`src/rtl/run_ctrl_pkg.sv`:
```
// run_ctrl_pkg: shared encodings for the pipeline run-control sequencer.
//   state_e      - 3-bit FSM state codes exported on run_controller.state
//   stop_cause_e - 2-bit reason the pipeline last stopped
//   DRAIN_CYCLES_DEF - default ID->WB drain depth after a halt opcode
package run_ctrl_pkg;

  typedef enum logic [2:0] {
    ST_IDLE   = 3'd0,
    ST_RUN    = 3'd1,
    ST_STEP   = 3'd2,
    ST_DRAIN  = 3'd3,
    ST_HALTED = 3'd4
  } state_e;

  typedef enum logic [1:0] {
    CAUSE_NONE = 2'd0,
    CAUSE_USER = 2'd1,
    CAUSE_BP   = 2'd2,
    CAUSE_END  = 2'd3
  } stop_cause_e;

  localparam int unsigned DRAIN_CYCLES_DEF = 4;

endpackage

```
`src/rtl/run_controller.sv`:
```
// run_controller: run-control sequencer for the 5-stage pipeline.
// Generates the single pipeline clock-enable (pipe_en) and supports free-run,
// single-step, user halt, PC breakpoint and drain-on-halt-opcode.
// Ports:
//   clock, reset      - clock; asynchronous active-high reset
//   run_req/step_req/halt_req - single-cycle request pulses from the UI logic
//   bp_enable, bp_addr - breakpoint arm and address
//   pc                 - current fetch PC
//   halt_instr         - ID stage holds the halt opcode
//   pipe_en            - pipeline clock-enable (combinational)
//   state, stop_cause, halted - status for the UI handler
//   cycles_run         - saturating count of enabled cycles
module run_controller
  import run_ctrl_pkg::*;
#(
  parameter int unsigned PC_WIDTH     = 16,
  parameter int unsigned CNT_WIDTH    = 16,
  parameter int unsigned DRAIN_CYCLES = DRAIN_CYCLES_DEF
) (
  input  logic                 clock,
  input  logic                 reset,
  input  logic                 run_req,
  input  logic                 step_req,
  input  logic                 halt_req,
  input  logic                 bp_enable,
  input  logic [PC_WIDTH-1:0]  bp_addr,
  input  logic [PC_WIDTH-1:0]  pc,
  input  logic                 halt_instr,
  output logic                 pipe_en,
  output logic [2:0]           state,
  output logic [1:0]           stop_cause,
  output logic                 halted,
  output logic [CNT_WIDTH-1:0] cycles_run
);

  localparam int unsigned DW = (DRAIN_CYCLES > 1) ? $clog2(DRAIN_CYCLES) : 1;

  state_e         r_state, w_state_nxt;
  stop_cause_e    r_stop_cause, w_stop_nxt;
  logic           r_halted, w_halted_nxt;
  logic           r_resume, w_resume_nxt;
  logic [DW-1:0]  r_drain_cnt, w_drain_nxt;
  logic [CNT_WIDTH-1:0] r_cycles;
  logic           w_bp_hit;
  logic           w_pipe_en;

  // resume masks the breakpoint for the first RUN cycle so a run started
  // while parked on the breakpoint PC can step past it.
  assign w_bp_hit = bp_enable && (pc == bp_addr) && !r_resume;

  always_ff @(posedge clock or posedge reset) begin
    if (reset) begin
      r_state      <= ST_IDLE;
      r_stop_cause <= CAUSE_NONE;
      r_halted     <= 1'b0;
      r_resume     <= 1'b0;
      r_drain_cnt  <= '0;
      r_cycles     <= '0;
    end else begin
      r_state      <= w_state_nxt;
      r_stop_cause <= w_stop_nxt;
      r_halted     <= w_halted_nxt;
      r_resume     <= w_resume_nxt;
      r_drain_cnt  <= w_drain_nxt;
      if (w_pipe_en && (r_cycles != '1)) begin
        r_cycles <= r_cycles + CNT_WIDTH'(1);
      end
    end
  end

  always_comb begin
    w_state_nxt  = r_state;
    w_stop_nxt   = r_stop_cause;
    w_halted_nxt = r_halted;
    w_resume_nxt = r_resume;
    w_drain_nxt  = r_drain_cnt;
    w_pipe_en    = 1'b0;
    case (r_state)
      ST_IDLE: begin
        if (run_req) begin
          w_state_nxt  = ST_RUN;
          w_resume_nxt = 1'b1;
          w_stop_nxt   = CAUSE_NONE;
        end else if (step_req) begin
          w_state_nxt = ST_STEP;
        end
      end
      ST_RUN: begin
        // A user halt coinciding with a breakpoint takes priority, so the
        // cycle stays enabled and the stop is reported as a user halt.
        w_pipe_en    = !w_bp_hit || halt_req;
        w_resume_nxt = 1'b0;
        if (halt_instr && w_pipe_en) begin
          w_state_nxt = ST_DRAIN;
          w_drain_nxt = DW'(DRAIN_CYCLES - 1);
        end else if (halt_req) begin
          w_state_nxt = ST_IDLE;
          w_stop_nxt  = CAUSE_USER;
        end else if (w_bp_hit) begin
          w_state_nxt = ST_IDLE;
          w_stop_nxt  = CAUSE_BP;
        end
      end
      ST_STEP: begin
        w_pipe_en = 1'b1;
        if (halt_instr) begin
          w_state_nxt = ST_DRAIN;
          w_drain_nxt = DW'(DRAIN_CYCLES - 1);
        end else begin
          w_state_nxt = ST_IDLE;
        end
      end
      ST_DRAIN: begin
        w_pipe_en = 1'b1;
        if (r_drain_cnt == '0) begin
          w_state_nxt  = ST_HALTED;
          w_stop_nxt   = CAUSE_END;
          w_halted_nxt = 1'b1;
        end else begin
          w_drain_nxt = r_drain_cnt - DW'(1);
        end
      end
      ST_HALTED: begin
        w_pipe_en = 1'b0;
      end
      default: begin
        w_state_nxt = ST_IDLE;
      end
    endcase
  end

  assign pipe_en    = w_pipe_en;
  assign state      = r_state;
  assign stop_cause = r_stop_cause;
  assign halted     = r_halted;
  assign cycles_run = r_cycles;

endmodule
```
`config.mk`:
```
export PLATFORM = sky130hd
export DESIGN_NAME = run_controller
export DESIGN_NICKNAME = d
export VERILOG_FILES = /design/src/rtl/run_ctrl_pkg.sv /design/src/rtl/run_controller.sv
export SDC_FILE = /design/constraint.sdc
export NUM_CORES = 1
export LEC_CHECK = 0
export ABC_CLOCK_PERIOD_IN_PS = 6050
export CAP_MARGIN = 15
export CORE_ASPECT_RATIO = 1.2
export CORE_UTILIZATION = 47
export DETAILED_ROUTE_END_ITERATION = 10
export GPL_ROUTABILITY_DRIVEN = 0
export PLACE_DENSITY = 0.95
export SETUP_SLACK_MARGIN = 0.15
export SLEW_MARGIN = 20
export SYNTH_ARGS = -nofsm -noshare
export SYNTH_HDL_FRONTEND = slang
export SYNTH_SLANG_ARGS = --single-unit
```
`constraint.sdc`:
```
create_clock -name clock -period 6.05 [get_ports clock]
set_input_delay 1.21 -clock clock [delete_from_list [all_inputs] [get_ports clock]]
set_output_delay 1.21 -clock clock [all_outputs]
set_load 0.01 [all_outputs]
```
==> run metrics, run 1 <==
run status completed; critical path required time between 4 and 5 ns; # H-tree levels 1; Final Max Slew Viols 0; top_reg_cell synth dfrtp_1; R2R depth 5; Crit Reg-Reg Startpoint state[2]; total CTS buffers 3; critical path type input port to primary output; first-pass GRT wire length 5980 um; post-route cell area 2310 um2; area grow syn2layout 42.2%; vias approximately 1.5k; P per Cell Area between 300 and 400 nW/um2; DR pass1 iterations 4; final setup fails 0; internal power about 0.00047 W; Crit Path Max Fanout 3; Worst Hold Class register to register; worst setup margin 1.47 ns; Final Util 69.8%; die area ~3700 um2; sequential area share after synthesis approximately two fifths; Area after DPL 2260 um2; Setup crit end kind primary output; layout cells sized above 1 ~7.7%; Fin Setup TNS 0 ns; 1st-iter DRT viols between 40 and 50; GRT Resource Usage Total roughly a fifth; Avg Inst Size Synth between 9 and 10 um2; startpoint types input port; Min-Delay Startpoint halted; final hold vios 0; Max Clock Skew between 0.005 and 0.006 ns; cts hold-fix bufs 0; cell taking the most area after synthesis dfrtp_1; core area 3310 um2; initial antenna violation count 0; CTS clk-pin slew, worst paths 0.09 ns; PortBufs a little over 60; P_leak 0.936 nW; Worst R2R Setup Slack roughly 3.8 ns; flops & latches, synth 25; Peak Freq 218 MHz; Syn Nets approximately 220; Layout Nets 277; DR vias/cell roughly 5.5; synth unique cells 42; Antenna Cells 0; fraction of registers with async set/reset between 90% and 100%; Num Clock Sinks 25; worst vdd ir 0.400 mV; proportion of power drawn by combinational gates about half; Chip Height roughly 66 um; largest net degree at the start of global routing 26; top-level port count 62; starting density of the core around half; drt total wl approximately 3600 um; sw frac around two fifths; PostCTS Resize Cnt 0; TritonCTS clock tree done; clock latency on the worst-skew pair roughly 0.27 ns; clock tree buffer depth 2; most frequent cells in the layout clkdlybuf4s50_1 (61), dfrtp_1 (25), xor2_1 (19); RSZ-0062 raised after global routing false; Psw 0.000302 W; hold worst-path end halted; Post-synth EDFFs 0; clock root cell clkbuf_8; hold path cells 1; normalized max-slew margin 38.2%; post-route ant nets 0; Post-CTS Setup Inserts 0; max cap viols 0; DRC 0; fill cell count 249; Slew @ Worst Pin 0.927 ns; global route total overflow 0; commonest non-fill, non-tap cell in the layout clkdlybuf4s50_1; Period Utilization, post-route 75.7%; Synth area leaders dfrtp_1 (38%), xor2_1 (10%), xnor2_1 (6.5%); sequential fraction of design power a little under two fifths; min Tclk post-route between 4 and 5 ns; share of the synthesized area in the top cell type 38.5%; WL per Instance roughly 13 um; Std-Cell Rows 23; CP Data Arrival Time around 3.4 ns; vias in the first global route between 1k and 1.5k; clock power share roughly an eighth; hpwl dp a little under 3000 um; yosys warns 0; mapped cell area approximately 1600 um2; RR Endpoint cycles_run[1]; Place WS between 1.5 and 2 ns; width of the chip around 56 um; worst hold margin 0.483 ns; Mapped Cells between 150 and 200
==> state kept, by name (all words and copies together), names as in the netlist <==
name	cells
r_resume	1
halted	1
stop_cause	2
state	3
cycles_run	16
r_drain_cnt	2
==> how the worst max path moves through the flow <==
stage	startpoint	endpoint	slack [ns]	cells past startpoint
2_1_floorplan	bp_addr[11]	pipe_en	2.55	6
3_3_place_gp	bp_addr[4]	pipe_en	1.54	8
3_5_place_dp	bp_addr[8]	pipe_en	1.51	8
4_1_cts	bp_addr[4]	pipe_en	1.50	8
5_1_grt	bp_addr[12]	pipe_en	1.36	8
6_report	bp_addr[12]	pipe_en	1.47	8
==> logic make-up after synthesis <==
kind of cell             after synthesis  synth area share, %
adder cells (fa/ha/maj)                2                 1.54
multiplexers                           2                 1.54
XOR/XNOR                              31                 16.7
buffers and inverters                 15                 3.54
AO/OA/AOI/OAI                         26                 11.1
AND/OR/NAND/NOR                       74                 27.1
flip-flops                            25                 38.5
==> through the flow <==
stage | total power [W] | std cells
CTS | 0.000782 | 272
finish | 0.000777 | 272
global placement | 0.000664 | 268
floorplan | 0.000519 | 175
detailed placement | 0.000679 | 268
global route | 0.000834 | 272
==> power by group through the flow <==
stage | logic, W | clock network, W | registers [W]
2_1_floorplan | 0.000239 | 0 | 0.000280
3_3_place_gp | 0.000371 | 0 | 0.000293
3_5_place_dp | 0.000384 | 0 | 0.000295
4_1_cts | 0.000385 | 0.000105 | 0.000292
5_1_grt | 0.000420 | 0.000111 | 0.000303
6_report | 0.000382 | 0.000103 | 0.000292
==> cells in the mapped netlist, types with 2 or more instances <==
cell      instances
dfrtp_1          25
xor2_1           19
nand2_1          14
nor3_1           12
xnor2_1          12
inv_1            10
o21ai_0          10
nand3_1           9
nor2_1            8
nor4_1            6
a21oi_1           4
clkbuf_1          4
nand4_1           4
or2_2             3
or3_4             3
ha_1              2
nand2b_1          2
nor2b_1           2
o21a_1            2
o22ai_1           2
==> cell type report <==
type | count | area [um2] | area share (%)
Multi-Input combinational cell | 135 | 942 | 40.8
Inverter | 10 | 37.5 | 1.62
Clock inverter | 1 | 7.51 | 0.325
Tap cell | 37 | 46.3 | 2.00
Sequential cell | 25 | 626 | 27.1
Timing Repair Buffer | 61 | 611 | 26.4
Clock buffer | 3 | 41.3 | 1.79
==> worst max-delay path, cell delays in order <==
cell	delay (ns)
clkdlybuf4s50_1	0.44
xnor2_1	0.22
nand3_1	0.11
or3_1	0.43
nor3_1	0.24
or3b_2	0.19
nand2b_1	0.06
clkdlybuf4s50_1	0.47
==> layer usage <==
| metal | wire length (um) | share of wire [%] | global-route usage (%) | vias to the layer above |
|---|---|---|---|---|
| li1 | - | - | - | 741 |
| met1 | 1400 | 39 | 21.6 | 698 |
| met2 | 2040 | 56 | 40.5 | 50 |
| met3 | 152 | 4.2 | 4.70 | 8 |
| met4 | 46 | 1.3 | 6.25 | 0 |
| met5 | 0 | 0 | 0 | - |
Note: power is estimated with default switching activity, not from simulation.
==> inputs of run 2 (changes only) <==
ABC_CLOCK_PERIOD_IN_PS = 4300   (was 6050)
CORE_UTILIZATION = 44   (was 47)
PLACE_DENSITY = 0.91   (was 0.95)
clock period = 4.3 ns   (was 6.05 ns; I/O delays follow)
==> run 2 against run 1 <==
- combinational power increased by 40%
- register-to-register slack got worse by 1.7 ns
- the run now ends with DRC left
- sequential power increased by 41%
- final cell count unchanged
- highest routed layer unchanged
- first-iteration DRC count decreased by 4.4%
- critical path type unchanged
- worst setup slack got worse by 1.0 ns
- critical path depth unchanged
- clock-buffer cell count unchanged
- clock skew decreased by 0.0014 ns
- power increased by 40%
- non-clock buffer count unchanged
- global-route usage decreased by 1.6 points
==> run metrics, run 2 (synthesis results as in run 1) <==
cts hold-fix bufs 0 (unchanged); PostCTS Resize Cnt 0 (unchanged); initial antenna violation count 0 (unchanged); critical path required time 3.44 ns (-1.40 ns); Psw 0.000424 W (+40%); sw frac 38.8% (about the same); starting density of the core 47.5% (-1.7 points); Crit Path Max Fanout 5 (+2); most used cell, CP clkdlybuf4s50_1; sequential fraction of design power 37.8% (+0.2 points); crit-path leading delay family simple AND/OR/NAND/NOR gates; internal power 0.000667 W (+40%); PortBufs 61 (unchanged); Max Clock Skew 0.00362 ns (-0.00140 ns); WP depth 8 (unchanged); Final Max Slew Viols 0 (unchanged); # H-tree levels 1 (unchanged); R2R depth 5 (unchanged); hpwl dp 2930 um (-0.20%); P_leak 0.940 nW (+0.40%); Pwr Total 0.00109 W (+40%); Fin Setup TNS 0 ns (unchanged); commonest non-fill, non-tap cell in the layout clkdlybuf4s50_1; met2 Use GR 34.2% (-6.4 points); RSZ-0062 raised after global routing false; final hold vios 0 (unchanged); Place WS 0.467 ns (-1.04 ns); run status finished, violations left; final setup fails 0 (unchanged); total CTS buffers 3 (unchanged); global route total overflow 0 (unchanged); layout cells sized above 1 7.66% (unchanged); worst vdd ir 0.298 mV (-25%); clock power share 13.1% (about the same); CP max stage delay 0.47 ns (about the same); Slew @ Worst Pin 0.934 ns (+0.00769 ns); crit path from bp_addr[15]; Reg area 626 um2 (unchanged); largest net degree at the start of global routing 26 (unchanged); Slowest-stage cell, CP clkdlybuf4s50_1; proportion of power drawn by combinational gates 49.1% (about the same); 1st-iter DRT viols 43 (-4.4%); top-level port count 62 (unchanged); clock root cell clkbuf_8; Worst Hold Class register to register; busiest metal layer after global routing met2; startpoint types input port; DRC 4 (+4); Worst R2R Setup Slack 2.08 ns (-1.74 ns); core area 3420 um2 (+3.5%); clock tree buffer depth 2 (unchanged); DR pass1 iterations 7 (+3); Largest register FFs 16 (unchanged); Layout Nets 277 (unchanged); Final Util 67.4% (-2.4 points); min Tclk post-route roughly 3.8 ns; vias 1,492 (-0.33%); worst hold margin 0.475 ns (-0.00859 ns); Setup crit end kind primary output; clock latency on the worst-skew pair 0.28 ns (about the same); DR vias/cell 5.49 (-0.33%); Std-Cell Rows 23 (unchanged); area of the multi-input gates 942 um2 (unchanged); failing checks DRC; Num Clock Sinks 25 (unchanged); M1 GR Usage 22.8% (+1.2 points); critical-path cell list clkdlybuf4s50_1 > xor2_1 > nor4_1 > nand2_1 > nor3_1 > or3b_2 > nand2b_1 > clkdlybuf4s50_1; hold worst-path end halted; Peak Freq roughly 260 MHz; Chip Height 68.6 um (+3.3%); fill cell count 268 (+7.6%); GRT Resource Usage Total 19.0% (-1.6 points); TritonCTS clock tree done; CTS clk-pin slew, worst paths 0.09 ns (about the same); Crit Reg-Reg Startpoint state[2]; die area 3940 um2 (+6.6%); grt met3 use 3.36% (-1.3 points); first-pass GRT wire length 5770 um (-3.5%); critical path type input port to primary output; drt total wl 3680 um (+0.96%); normalized max-slew margin 37.7% (-0.51 points); width of the chip 57.5 um (+3.2%); vias in the first global route 1,341 (-5.0%); Min-Delay Startpoint halted; RR Endpoint cycles_run[1]; max cap viols 0 (unchanged); hold path cells 1 (unchanged); area grow syn2layout 42.0%; WL per Instance 13.5 um (+0.96%); Antenna Cells 0 (unchanged); CP Data Arrival Time 2.98 ns (-0.39 ns); P per Cell Area 472 nW/um2 (+41%); most frequent cells in the layout clkdlybuf4s50_1 (61), dfrtp_1 (25), xor2_1 (19); Post-CTS Setup Inserts 0 (unchanged); worst setup margin 0.456 ns (-1.01 ns); Bufs and invs on worst path 2 (unchanged); Period Utilization, post-route about nine tenths; post-route ant nets 0 (unchanged)
==> run 2: cell count changes in the layout (fill, tap and decap cells not counted) <==
cell / before / now
clkinv_2: 0 / 1
clkinvlp_4: 1 / 0
==> run 2: area by class of cell <==
type	count	share of cell area (%)
Timing Repair Buffer	61	26.4
Tap cell	37	2.01
Sequential cell	25	27.1
Clock inverter	1	0.217
Inverter	10	1.63
Multi-Input combinational cell	135	40.8
Clock buffer	3	1.79
==> run 2: per-stage QoR <==
step,std cells,cell area (um2)
floorplan,175,1630
global placement,268,2260
detailed placement,268,2260
CTS,272,2310
global route,272,2310
finish,272,2310
==> run 2: metal layers <==
| layer | vias up | wire [um] |
|---|---|---|
| li1 | 736 | - |
| met1 | 715 | 1520 |
| met2 | 36 | 2000 |
| met3 | 5 | 128 |
| met4 | 0 | 42 |
| met5 | - | 0 |
==> run 2: how the worst max path moves through the flow <==
stage               to  slack [ns]
6_report       pipe_en        0.46
5_1_grt        pipe_en        0.28
4_1_cts        pipe_en        0.46
3_5_place_dp   pipe_en        0.47
3_3_place_gp   pipe_en        0.48
2_1_floorplan  pipe_en        1.50
==> run 2: power by group through the flow <==
stage	Clock (W)	Combinational [W]	Sequential (W)
final	0.000143	0.000535	0.000412
after global routing	0.000155	0.000588	0.000425
after CTS	0.000147	0.000538	0.000411
after detailed placement	0	0.000536	0.000415
after global placement	0	0.000523	0.000414
after floorplan	0	0.000336	0.000394
==> inputs of run 3 (changes only) <==
SLEW_MARGIN = 10   (was 20)
==> results of run 3 <==
The final DEF is identical to that of run 2; final timing and power are the same.
